$ cat src/rtl/apb_pkg.sv
// Shared types and helpers for the APB requester and its timeout counter.
package apb_pkg;

  typedef enum logic [1:0] {
    IDLE,
    SETUP,
    ACCESS,
    RESP
  } apb_state_e;

  typedef logic [2:0] apb_prot_t;

  localparam int unsigned PROT_PRIVILEGED = 0;
  localparam int unsigned PROT_NONSECURE  = 1;
  localparam int unsigned PROT_INSTRUCTION = 2;

  // Wide enough to hold the value TIMEOUT_CYCLES itself; at least one bit.
  function automatic int unsigned timeout_cnt_width(input int unsigned limit);
    return (limit == 0) ? 1 : $clog2(limit + 1);
  endfunction

endpackage

$ cat src/rtl/apb_timeout_cnt.sv
// Saturating wait-state counter; expired fires while enabled once the count has reached limit.
module apb_timeout_cnt
  import apb_pkg::*;
#(
  parameter int unsigned TIMEOUT_CYCLES = 256,
  parameter int unsigned CNT_WIDTH      = timeout_cnt_width(TIMEOUT_CYCLES)
) (
  input  logic                 clk,
  input  logic                 rst_n,
  input  logic                 clear,
  input  logic                 enable,
  input  logic [CNT_WIDTH-1:0] limit,
  output logic                 expired
);

  if (TIMEOUT_CYCLES == 0) begin : g_no_timeout
    assign expired = 1'b0;
  end else begin : g_timeout
    logic [CNT_WIDTH-1:0] cnt_q, cnt_d;
    logic                 at_limit;

    assign at_limit = (cnt_q >= limit);
    assign expired  = enable && at_limit;

    // Stops at the limit so the count can never wrap back to zero.
    always_comb begin
      cnt_d = cnt_q;
      if (clear) begin
        cnt_d = '0;
      end else if (enable && !at_limit) begin
        cnt_d = cnt_q + 1'b1;
      end
    end

    always_ff @(posedge clk) begin
      if (!rst_n) begin
        cnt_q <= '0;
      end else begin
        cnt_q <= cnt_d;
      end
    end
  end

endmodule

$ cat src/rtl/apb_requester.sv
// APB4 requester: turns a valid/ready command into one SETUP/ACCESS transfer and
// returns the result on a valid/ready response channel. One transfer in flight.
module apb_requester
  import apb_pkg::*;
#(
  parameter int unsigned ADDR_WIDTH     = 32,
  parameter int unsigned DATA_WIDTH     = 32,
  parameter int unsigned TIMEOUT_CYCLES = 256
) (
  input  logic                    PCLK,
  input  logic                    PRESETn,
  input  logic                    cmd_valid,
  output logic                    cmd_ready,
  input  logic                    cmd_write,
  input  logic [ADDR_WIDTH-1:0]   cmd_addr,
  input  logic [DATA_WIDTH-1:0]   cmd_wdata,
  input  logic [DATA_WIDTH/8-1:0] cmd_strb,
  input  logic [2:0]              cmd_prot,
  output logic                    rsp_valid,
  input  logic                    rsp_ready,
  output logic [DATA_WIDTH-1:0]   rsp_rdata,
  output logic                    rsp_err,
  output logic                    rsp_timeout,
  output logic [ADDR_WIDTH-1:0]   PADDR,
  output logic                    PSEL,
  output logic                    PENABLE,
  output logic                    PWRITE,
  output logic [DATA_WIDTH-1:0]   PWDATA,
  output logic [DATA_WIDTH/8-1:0] PSTRB,
  output logic [2:0]              PPROT,
  input  logic [DATA_WIDTH-1:0]   PRDATA,
  input  logic                    PREADY,
  input  logic                    PSLVERR
);

  localparam int unsigned STRB_WIDTH = DATA_WIDTH / 8;
  localparam int unsigned CNT_WIDTH  = timeout_cnt_width(TIMEOUT_CYCLES);
  localparam logic [CNT_WIDTH-1:0] CNT_LIMIT = CNT_WIDTH'(TIMEOUT_CYCLES);

  apb_state_e state_q, state_d;

  logic                  psel_q, psel_d;
  logic                  penable_q, penable_d;
  logic                  pwrite_q, pwrite_d;
  logic [ADDR_WIDTH-1:0] paddr_q, paddr_d;
  logic [DATA_WIDTH-1:0] pwdata_q, pwdata_d;
  logic [STRB_WIDTH-1:0] pstrb_q, pstrb_d;
  apb_prot_t             pprot_q, pprot_d;
  logic                  rsp_valid_q, rsp_valid_d;
  logic [DATA_WIDTH-1:0] rsp_rdata_q, rsp_rdata_d;
  logic                  rsp_err_q, rsp_err_d;
  logic                  rsp_timeout_q, rsp_timeout_d;

  logic cnt_clear, cnt_enable, cnt_expired;

  assign cnt_clear  = (state_q == SETUP);
  assign cnt_enable = (state_q == ACCESS) && !PREADY;

  apb_timeout_cnt #(
    .TIMEOUT_CYCLES (TIMEOUT_CYCLES),
    .CNT_WIDTH      (CNT_WIDTH)
  ) u_timeout_cnt (
    .clk     (PCLK),
    .rst_n   (PRESETn),
    .clear   (cnt_clear),
    .enable  (cnt_enable),
    .limit   (CNT_LIMIT),
    .expired (cnt_expired)
  );

  always_comb begin
    state_d       = state_q;
    psel_d        = psel_q;
    penable_d     = penable_q;
    pwrite_d      = pwrite_q;
    paddr_d       = paddr_q;
    pwdata_d      = pwdata_q;
    pstrb_d       = pstrb_q;
    pprot_d       = pprot_q;
    rsp_valid_d   = rsp_valid_q;
    rsp_rdata_d   = rsp_rdata_q;
    rsp_err_d     = rsp_err_q;
    rsp_timeout_d = rsp_timeout_q;

    unique case (state_q)
      IDLE: begin
        if (cmd_valid) begin
          state_d  = SETUP;
          psel_d   = 1'b1;
          paddr_d  = cmd_addr;
          pwrite_d = cmd_write;
          pwdata_d = cmd_wdata;
          // Reads must present all-zero strobes on the bus.
          pstrb_d  = cmd_write ? cmd_strb : '0;
          pprot_d  = cmd_prot;
        end
      end
      SETUP: begin
        state_d   = ACCESS;
        penable_d = 1'b1;
      end
      ACCESS: begin
        if (PREADY) begin
          state_d       = RESP;
          psel_d        = 1'b0;
          penable_d     = 1'b0;
          rsp_valid_d   = 1'b1;
          rsp_rdata_d   = pwrite_q ? '0 : PRDATA;
          rsp_err_d     = PSLVERR;
          rsp_timeout_d = 1'b0;
        end else if (cnt_expired) begin
          state_d       = RESP;
          psel_d        = 1'b0;
          penable_d     = 1'b0;
          rsp_valid_d   = 1'b1;
          rsp_rdata_d   = '0;
          rsp_err_d     = 1'b1;
          rsp_timeout_d = 1'b1;
        end
      end
      RESP: begin
        if (rsp_ready) begin
          state_d     = IDLE;
          rsp_valid_d = 1'b0;
        end
      end
      default: state_d = IDLE;
    endcase
  end

  always_ff @(posedge PCLK) begin
    if (!PRESETn) begin
      state_q       <= IDLE;
      psel_q        <= 1'b0;
      penable_q     <= 1'b0;
      pwrite_q      <= 1'b0;
      paddr_q       <= '0;
      pwdata_q      <= '0;
      pstrb_q       <= '0;
      pprot_q       <= '0;
      rsp_valid_q   <= 1'b0;
      rsp_rdata_q   <= '0;
      rsp_err_q     <= 1'b0;
      rsp_timeout_q <= 1'b0;
    end else begin
      state_q       <= state_d;
      psel_q        <= psel_d;
      penable_q     <= penable_d;
      pwrite_q      <= pwrite_d;
      paddr_q       <= paddr_d;
      pwdata_q      <= pwdata_d;
      pstrb_q       <= pstrb_d;
      pprot_q       <= pprot_d;
      rsp_valid_q   <= rsp_valid_d;
      rsp_rdata_q   <= rsp_rdata_d;
      rsp_err_q     <= rsp_err_d;
      rsp_timeout_q <= rsp_timeout_d;
    end
  end

  assign cmd_ready   = (state_q == IDLE);
  assign PSEL        = psel_q;
  assign PENABLE     = penable_q;
  assign PWRITE      = pwrite_q;
  assign PADDR       = paddr_q;
  assign PWDATA      = pwdata_q;
  assign PSTRB       = pstrb_q;
  assign PPROT       = pprot_q;
  assign rsp_valid   = rsp_valid_q;
  assign rsp_rdata   = rsp_rdata_q;
  assign rsp_err     = rsp_err_q;
  assign rsp_timeout = rsp_timeout_q;

endmodule

$ cat config.mk
export PLATFORM = sky130hd
export DESIGN_NAME = apb_requester
export DESIGN_NICKNAME = d
export VERILOG_FILES = /design/src/rtl/apb_pkg.sv /design/src/rtl/apb_timeout_cnt.sv /design/src/rtl/apb_requester.sv
export SDC_FILE = /design/constraint.sdc
export NUM_CORES = 1
export LEC_CHECK = 0
export CAP_MARGIN = 20
export CORE_MARGIN = 5
export CORE_UTILIZATION = 36
export DETAILED_ROUTE_END_ITERATION = 8
export PLACE_DENSITY = 0.72
export SLEW_MARGIN = 20
export SYNTH_ARGS = -nofsm -noshare
export SYNTH_HDL_FRONTEND = slang
export SYNTH_SLANG_ARGS = --single-unit
$ cat constraint.sdc
create_clock -name PCLK -period 1.9 [get_ports PCLK]
set_clock_uncertainty 0.2 [all_clocks]
set_input_delay 0.19 -clock PCLK [delete_from_list [all_inputs] [get_ports PCLK]]
set_output_delay 0.19 -clock PCLK [all_outputs]
set_load 0.05 [all_outputs]
==> metrics.txt <==
layout cells sized above 1 between 10% and 20%; Core Rows 40; largest area contributor in the netlist dfxtp_1; Distinct cells, synth 34; final period demand of the worst path about 1800 ps; synth top area cells dfxtp_1 (55%), nand2_1 (15%), a21oi_1 (13%); Pre-Repair DR Iteration Count 6; post-route ant nets 0; I/O pin count 220; Setup WS post-layout 59.0 ps; GRT Residual Overflow 0; Die Wd approximately 120 um; Synth Net Count 661; Finished Core Util about three fifths; max incr delay on CP 380 ps; Die Height between 100 and 150 um; Max VDD drop ~840 uV; CTS H-tree lvls 4; Syn Area/Cell 8.07 sq um; DRT iter0 DRCs between 200 and 300; Critical Path End state_q[0]$_SDFFE_PN0P_; largest net degree at the start of global routing between 70 and 80; post-DR wirelength/cell approximately 15 um; worst r2r src state_q[0]$_SDFFE_PN0P_; HPWL Detailed 9610 um; Placeable Area 12000 sq um; max_slew headroom 65.1%; Gate Count Post-Synth 545; f_max between 500 and 600 MHz; filler instances approximately 1100; Sequential cell area 2400 sq um; Worst Path Required ~2000 ps; initial antenna violation count 0; area of the multi-input gates between 1500 and 2000 sq um; adder-cell share of the synthesized area between 1.5 and 2%; Hold WC Path Type in -> reg; Post-Synth XOR/XNOR Area less than 1%; Register-to-Register Path Depth 6; crit start category flip-flop; outcome finished clean; Worst setup startpoint state_q[0]$_SDFFE_PN0P_; crit path max-delay cell type or3_4; vias in the first global route between 4000 and 5000; nets about 900; largest family of logic cells by synthesized area simple AND/OR/NAND/NOR gates; number of port buffers between 200 and 250; synth cell count leaders nand2_1 (178), dfxtp_1 (120), a21oi_1 (113); R2R Setup Slk 60 ps; Worst-path clk slew about 50 ps; RD Place Congestion between 0.7 and 0.8; Post-synth EDFFs 0; first-pass GRT wire length roughly 21000 um; crit path max fanout 5; slew at the pin with the worst max-slew slack between 500 and 600 ps; critical path arrival 1950 ps; Synth Area in Simple Gates roughly a quarter; post-synthesis compound-gate area fraction between 10% and 20%; Hold Crit Depth 3; CP endpoint kind flip-flop; GRT Util Overall 18.2%; Max Root-Sink Buffers 2; count leader, synth nand2_1; post-synth top area share between 50% and 60%; period utilization a little over nine tenths; leakage roughly 3.1 nW; DRC violation count after routing 0; pre-CTS setup slack -4.75 ps; via count between 4000 and 5000; yosys warns 0; Final Routed Wirelength ~14000 um; post-synthesis mux area share less than 1%; Max Cap Viol 0; final setup vio count 0; area grow syn2layout 66.7%; initial core utilization between 30% and 40%; worst skew pair latency about 400 ps; vias per cell between 4 and 5; RR Endpoint state_q[0]$_SDFFE_PN0P_; Syn Std Cell Area between 4000 and 5000 sq um; RSZ-0062 raised after global routing false; sequential fraction of the synthesis area 54.7%; CTS Root Cell clkbuf_16; die area ~15000 sq um; clk sinks 120; worst-path cell chain inv_1 -> buf_4 -> ha_2 -> nor2b_2 -> or3_4 -> a211oi_2; n_diodes 0; max-slew violations 0; Main synth FF type dfxtp_1; TritonCTS clock tree yes; power per cell area between 1000 and 1500 nW/um^2; Final Hold Viols 0; #FFs+latches synth 120; kind of critical path reg -> reg; TritonCTS Buffers 17; Synth async-reset ratio 0%
-- per-stage QoR --
step / total power [mW] / cell area (sq um) / instances / TNS (ps) / hold WS [ps]
6_report: 9.86 / 7330 / 919 / 0 / 136
5_1_grt: 10.3 / 7330 / 919 / 0 / 123
4_1_cts: 9.83 / 7280 / 918 / 0 / 117
3_5_place_dp: 6.62 / 6740 / 886 / -4.75 / 245
3_3_place_gp: 6.55 / 6740 / 886 / 0 / 237
2_1_floorplan: 5.29 / 4400 / 545 / 0 / 104
-- cells in the final DEF (no fill, tap or decap), types with 5 or more instances in the layout --
cell,netlist,routed
dlygate4sd2_1,0,69
nand3_1,36,36
a21oi_1,113,113
clkbuf_8,0,6
buf_4,0,47
buf_12,0,8
inv_1,5,5
dfxtp_1,120,119
clkdlybuf4s50_1,0,109
nand2_1,178,177
nor2_1,6,6
clkbuf_16,0,18
-- metal layers --
metal | share of wire (%) | up-vias | wire length [um] | global-route usage, %
met5 | 0 | - | 0 | 0
met1 | 40 | 2043 | 5530 | 20.7
met2 | 49 | 165 | 6720 | 30.8
met4 | 1.8 | 0 | 242 | 6.66
met3 | 9.2 | 22 | 1270 | 7.39
li1 | - | 2243 | - | -
-- flip-flops by register name (all words and copies together) (netlist names), 2 cells and up --
name / flops
PADDR: 32
PWDATA: 32
rsp_rdata: 32
u_timeout_cnt.g_timeout.cnt_q: 9
PSTRB: 4
PPROT: 3
state_q: 2
-- final cells by class --
type | instances | area share, %
multi-input cells | 379 | 25.2
repair buffers | 235 | 30.6
flip-flops and latches | 120 | 32.8
clock inverters | 7 | 1.54
well taps | 147 | 2.51
inverters | 6 | 0.324
clock buffers | 25 | 7.03
-- worst min-delay path by stage --
stage / slack, ps / startpoint / endpoint
floorplan: 100 / PRESETn / rsp_timeout$_SDFFE_PN0P_
global placement: 240 / rsp_rdata[14]$_SDFFE_PN0P_ / rsp_rdata[14]$_SDFFE_PN0P_
detailed placement: 250 / rsp_rdata[16]$_SDFFE_PN0P_ / rsp_rdata[16]$_SDFFE_PN0P_
CTS: 120 / cmd_addr[20] / PADDR[20]$_SDFFE_PN0P_
global route: 120 / cmd_wdata[7] / PWDATA[7]$_SDFFE_PN0P_
finish: 140 / cmd_addr[20] / PADDR[20]$_SDFFE_PN0P_
-- cell families (layout without fill, tap and decap cells) --
| family | count (synthesis) | in the layout |
|---|---|---|
| flops | 120 | 120 |
| buf+inv | 46 | 273 |
| xor+xnor | 2 | 2 |
| compound gates | 128 | 128 |
| fa+ha+maj | 6 | 6 |
| simple gates | 242 | 242 |
| mux | 1 | 1 |
-- critical path: cells and delay by family (launching register included) --
| kind | cells | cell delay (ps) |
|---|---|---|
| AND/OR/NAND/NOR | 2 | 570 |
| flip-flops | 1 | 340 |
| adder cells (fa/ha/maj) | 1 | 220 |
| AO/OA/AOI/OAI | 1 | 220 |
| buffers and inverters | 2 | 210 |
-- power by group --
part,switching (mW),internal [mW]
clock,1.07,2.27
sequential,0.174,2.86
combinational,2.32,1.17
total,3.56,6.30
-- timing repair --
action	4_1_cts	5_1_grt
gates resized for setup	70	7
pin swaps	1	0
endpoints found under the setup margin	70	35
gates cloned	0	1
hold buffers	0	0
setup buffers	0	0
(Power assumes the default switching activity.)
